--- config.mk ---
export PLATFORM = sky130hd
export DESIGN_NAME = baud_gen_frac
export DESIGN_NICKNAME = d
export VERILOG_FILES = /design/src/rtl/baud_gen_frac.sv
export SDC_FILE = /design/constraint.sdc
export NUM_CORES = 1
export LEC_CHECK = 0
export ABC_AREA = 1
export CORE_AREA = 4 4 128 100
export CTS_CLUSTER_SIZE = 10
export DETAILED_ROUTE_END_ITERATION = 8
export DIE_AREA = 0 0 132 104
export GPL_TIMING_DRIVEN = 0
export MAX_ROUTING_LAYER = met4
export PLACE_DENSITY = 0.65
export SETUP_SLACK_MARGIN = 0.15
export SLEW_MARGIN = 10
export SYNTH_ARGS = -nofsm -noshare
export SYNTH_HDL_FRONTEND = slang
export SYNTH_SLANG_ARGS = --single-unit
export TNS_END_PERCENT = 5
--- constraint.sdc ---
create_clock -name clock -period 2.9 [get_ports clock]
set_clock_uncertainty 0.2 [all_clocks]
set_input_delay 0.87 -clock clock [delete_from_list [all_inputs] [get_ports clock]]
set_output_delay 0.87 -clock clock [all_outputs]
set_load 0.005 [all_outputs]
--- src/rtl/baud_gen_frac.sv ---
// rtl/baud_gen_frac.sv - fractional baud-rate generator with oversample, bit and mid-bit ticks
module baud_gen_frac #(
    parameter int FREQ_W  = 12,
    parameter int LIMIT_W = 16,
    parameter int OVS     = 16,
    parameter int OVS_W   = 4
) (
    input  logic               clock,
    input  logic               reset,
    input  logic               enable,
    input  logic               phase_clr,
    input  logic               cfg_load,
    input  logic [FREQ_W-1:0]  cfg_freq,
    input  logic [LIMIT_W-1:0] cfg_limit,
    output logic               cfg_pending,
    output logic               cfg_err,
    output logic               ce_ovs,
    output logic               ce_bit,
    output logic               ce_mid
);

    // One spare bit keeps acc < act_limit + act_freq representable.
    localparam int ACC_W = LIMIT_W + 1;

    logic [FREQ_W-1:0]  act_freq;
    logic [LIMIT_W-1:0] act_limit;
    logic [FREQ_W-1:0]  shadow_freq;
    logic [LIMIT_W-1:0] shadow_limit;
    logic [ACC_W-1:0]   acc;
    logic [OVS_W-1:0]   sub;

    logic [ACC_W-1:0]   limit_ext;
    logic [ACC_W-1:0]   freq_ext;
    logic               run;
    logic               tick;
    logic               bit_hit;
    logic               mid_hit;
    logic               apply;
    logic               cfg_ok;

    // Tick decision, bit-boundary detection and config apply point.
    always_comb begin
        limit_ext = {1'b0, act_limit};
        freq_ext  = ACC_W'(act_freq);
        run       = enable && !phase_clr;
        // An unconfigured generator (act_freq == 0) must stay silent.
        tick      = run && (act_freq != '0) && (acc >= limit_ext);
        bit_hit   = tick && (sub == OVS_W'(OVS - 1));
        mid_hit   = tick && (sub == OVS_W'(OVS / 2 - 1));
        apply     = cfg_pending && (bit_hit || !enable || phase_clr || (act_freq == '0));
        cfg_ok    = (cfg_freq != '0) && (cfg_limit != '0);
    end

    // Accumulator, sub-counter, registered ticks and shadowed configuration.
    always_ff @(posedge clock or posedge reset) begin
        if (reset) begin
            act_freq     <= '0;
            act_limit    <= '0;
            shadow_freq  <= '0;
            shadow_limit <= '0;
            acc          <= '0;
            sub          <= '0;
            ce_ovs       <= 1'b0;
            ce_bit       <= 1'b0;
            ce_mid       <= 1'b0;
            cfg_pending  <= 1'b0;
            cfg_err      <= 1'b0;
        end else begin
            ce_ovs <= tick;
            ce_bit <= bit_hit;
            ce_mid <= mid_hit;

            if (!run) begin
                acc <= '0;
                sub <= '0;
            end else if (tick) begin
                acc <= acc - limit_ext;
                sub <= sub + 1'b1;
            end else begin
                acc <= acc + freq_ext;
            end

            // Apply reads the old shadow even if a new load lands this cycle.
            if (apply) begin
                act_freq  <= shadow_freq;
                act_limit <= shadow_limit;
                acc       <= '0;
                sub       <= '0;
            end

            if (cfg_load && cfg_ok) begin
                cfg_pending <= 1'b1;
            end else if (apply) begin
                cfg_pending <= 1'b0;
            end

            if (cfg_load) begin
                if (cfg_ok) begin
                    shadow_freq  <= cfg_freq;
                    shadow_limit <= cfg_limit;
                    cfg_err      <= 1'b0;
                end else begin
                    cfg_err <= 1'b1;
                end
            end
        end
    end

endmodule

==> reports/metrics.cfg <==
[min_path]
min_path_type=register to register
hp-start=shadow_freq[4]

[sta]
finalMaxSlewViolations=0
slew_headroom_pct=66.1
worst_pin_slew_ns=0.503
rsz0062_at_grt=yes
min_period_over_period_pct=93.9
finalHoldViolCount=0
fin_crit_ns=2.72
finalSetupViolCount=0
max_freq_mhz=367

[setup_path]
critical_path.startpoint=enable
path_class=primary input to register
reg2reg_from=acc[14]
arrival_ns=2.73
crit_fanout=10
cp.required_ns=2.91
worstSetupEndpointType=register
critPathLaunchType=primary input

[synth]
syn_area_per_cell_um2=7.19
synthesis.area_um2=5080
async_flop_share_pct=100
synth_edf_count=0
syn_inst=707
synth_top_area_share_pct=40.4
ys_ff_latch=82
synthTopCellsByCount=285 x nand2_1, 82 x dfrtp_1, 65 x inv_1, 64 x nor2_1, 43 x nand3_1
synth.area.top_cells=dfrtp_1 40%, nand2_1 21%, ha_1 7.1%
yosysMostFrequentCell=nand2_1
yosysSeqAreaShare_pct=40.4
synth_cell_types=30
yosys_warnings=0
synth.net_count=771
yosys.area.top_type=dfrtp_1
ys.flop_type=dfrtp_1

[cts]
cts_buffer_depth=2
cts_sinks=82
postCtsSetupRepairBufs=0
clkTransAtPathRegs_ns=0.06
clk_latency_ns=0.33
cts-root-buf=clkbuf_16
cts_tree=built
cts_made_buffers=9
h-tree-depth=3

[detailed_routing]
via_per_inst=5.14
ant_nets=0
drc_errors=0
first_pass_iters=5
dr.first_iter.drc_count=240
wl_um=13700
drt-wirelength-per-cell_um=15.2
routed-via-count=4656

[die]
core_um2=11400
start_util_pct=44.4
dieArea_um2=13700
die_w_um=132
io_pins=38
chipHeight_um=104
rows=34

[pwr]
p_per_area_nw_per_um2=550
finalPower_mw=3.31
ir_drop_mv=0.323
p_leak_nw=3.21

[global_routing]
antenna_found_initial=0
grt_usage_pct=21.0
grt_pass1_vias=4534
grt_pass1_wl_um=22400
grt_max_degree=39
overflow=0

[placement]
dp_hpwl_um=10900
port-buffer-count=37
gp_congestion=0.889

[layout]
fin_util_pct=52.6
area_growth_pct=18.5
antenna_cells=0
fin_nets=821
drive_above_1_share_pct=7.36

[run_status]
outcome=finished, final reports clean

[job]
max_cap_viol_count=0

## metrics by stage
stage                     TNS [ns]  instance area [um2]  instances  hold WS [ns]  setup WS [ns]
after floorplan                  0                 5090        707         0.242          0.581
after global placement      -16.61                 5640        888         0.263         -0.460
after detailed placement    -18.49                 5680        890         0.261         -0.431
after CTS                        0                 5970        905         0.277          0.154
after global routing             0                 6020        905         0.295         0.0222
final                            0                 6020        905         0.275          0.178
## worst max-delay path, cell delays in order
cell,delay [ns]
clkdlybuf4s50_1,0.46
inv_1,0.04
nor2_2,0.20
inv_1,0.12
a21oi_4,0.19
nand2_1,0.17
inv_1,0.09
buf_2,0.23
nand3_1,0.19
nand3_1,0.11
nor2_1,0.05
## layer usage
layer,share of wire [%],track usage [%],vias up
li1,-,-,2348
met1,49,28.7,2201
met2,45,31.9,99
met3,5.2,5.46,8
met4,0.95,3.82,0
met5,0,-,-
## final cells by class
cell class | count | area [um2]
plain buffers | 18 | 129
clock buffers | 10 | 229
clock inverters | 5 | 56.3
fillers | 1133 | 5420
inverters | 66 | 251
multi-input cells | 541 | 2720
flip-flops and latches | 82 | 2050
well taps | 144 | 180
repair buffers | 39 | 410
## placed cells by master, fill, tap and decap left out, types with 2 or more instances in the layout
master and instances:
clkbuf_1 5, inv_1 64, clkbuf_16 9, clkdlybuf4s50_1 37
ha_1 28, fa_1 2, clkbuf_2 3, buf_6 7
clkinv_2 2, nand3_1 43, nand4_1 2, nand3_2 2
buf_2 4, nand2_1 284, o21bai_1 4, nor3_1 5
a21o_1 4, nor2_1 64, a21oi_1 29, nor4_1 4
o21ai_0 26, dfrtp_1 82, clkinvlp_4 2, xnor2_1 10
buf_12 2, nor4_2 5, nor2_2 4, nand2_2 7
xor2_1 8
## final timing paths
kind                                   end  slack, ns  cells after the start
max                                acc[13]       0.18                     11
min                            act_freq[4]       0.28                      2
max reg2reg                        acc[13]       0.21                     12
min reg2reg                    act_freq[4]       0.28                      2
max in group asynchronous          acc[13]       1.14                      4
min in group asynchronous  shadow_limit[7]       0.63                      2
## state kept, by name (all words and copies together) (netlist names)
| signal | cells |
|---|---|
| acc | 17 |
| act_freq | 12 |
| act_limit | 16 |
| ce_bit | 1 |
| ce_mid | 1 |
| ce_ovs | 1 |
| cfg_err | 1 |
| cfg_pending | 1 |
| shadow_freq | 12 |
| shadow_limit | 16 |
| sub | 4 |
## power breakdown
| part | total, mW | switching, mW | internal [mW] |
|---|---|---|---|
| registers | 1.34 | 0.0837 | 1.25 |
| logic | 0.866 | 0.537 | 0.329 |
| clock network | 1.11 | 0.451 | 0.661 |
| total | 3.31 | 1.07 | 2.24 |
## cells by family (layout without fill, tap and decap cells)
family          Yosys count  count (layout)  synth area share, %
fa+ha+maj                31              31                 7.93
buf+inv                  84             138                 7.34
flops                    82              82                 40.4
xor+xnor                 18              18                 3.10
simple gates            424             424                 34.0
compound gates           68              68                 7.29
## timing repair
item                                    CTS  global route
endpoints found under the setup margin   57            55
hold buffers                              0             0
gates resized for setup                   4            11
No activity file was read; power rests on OpenSTA's default activity.
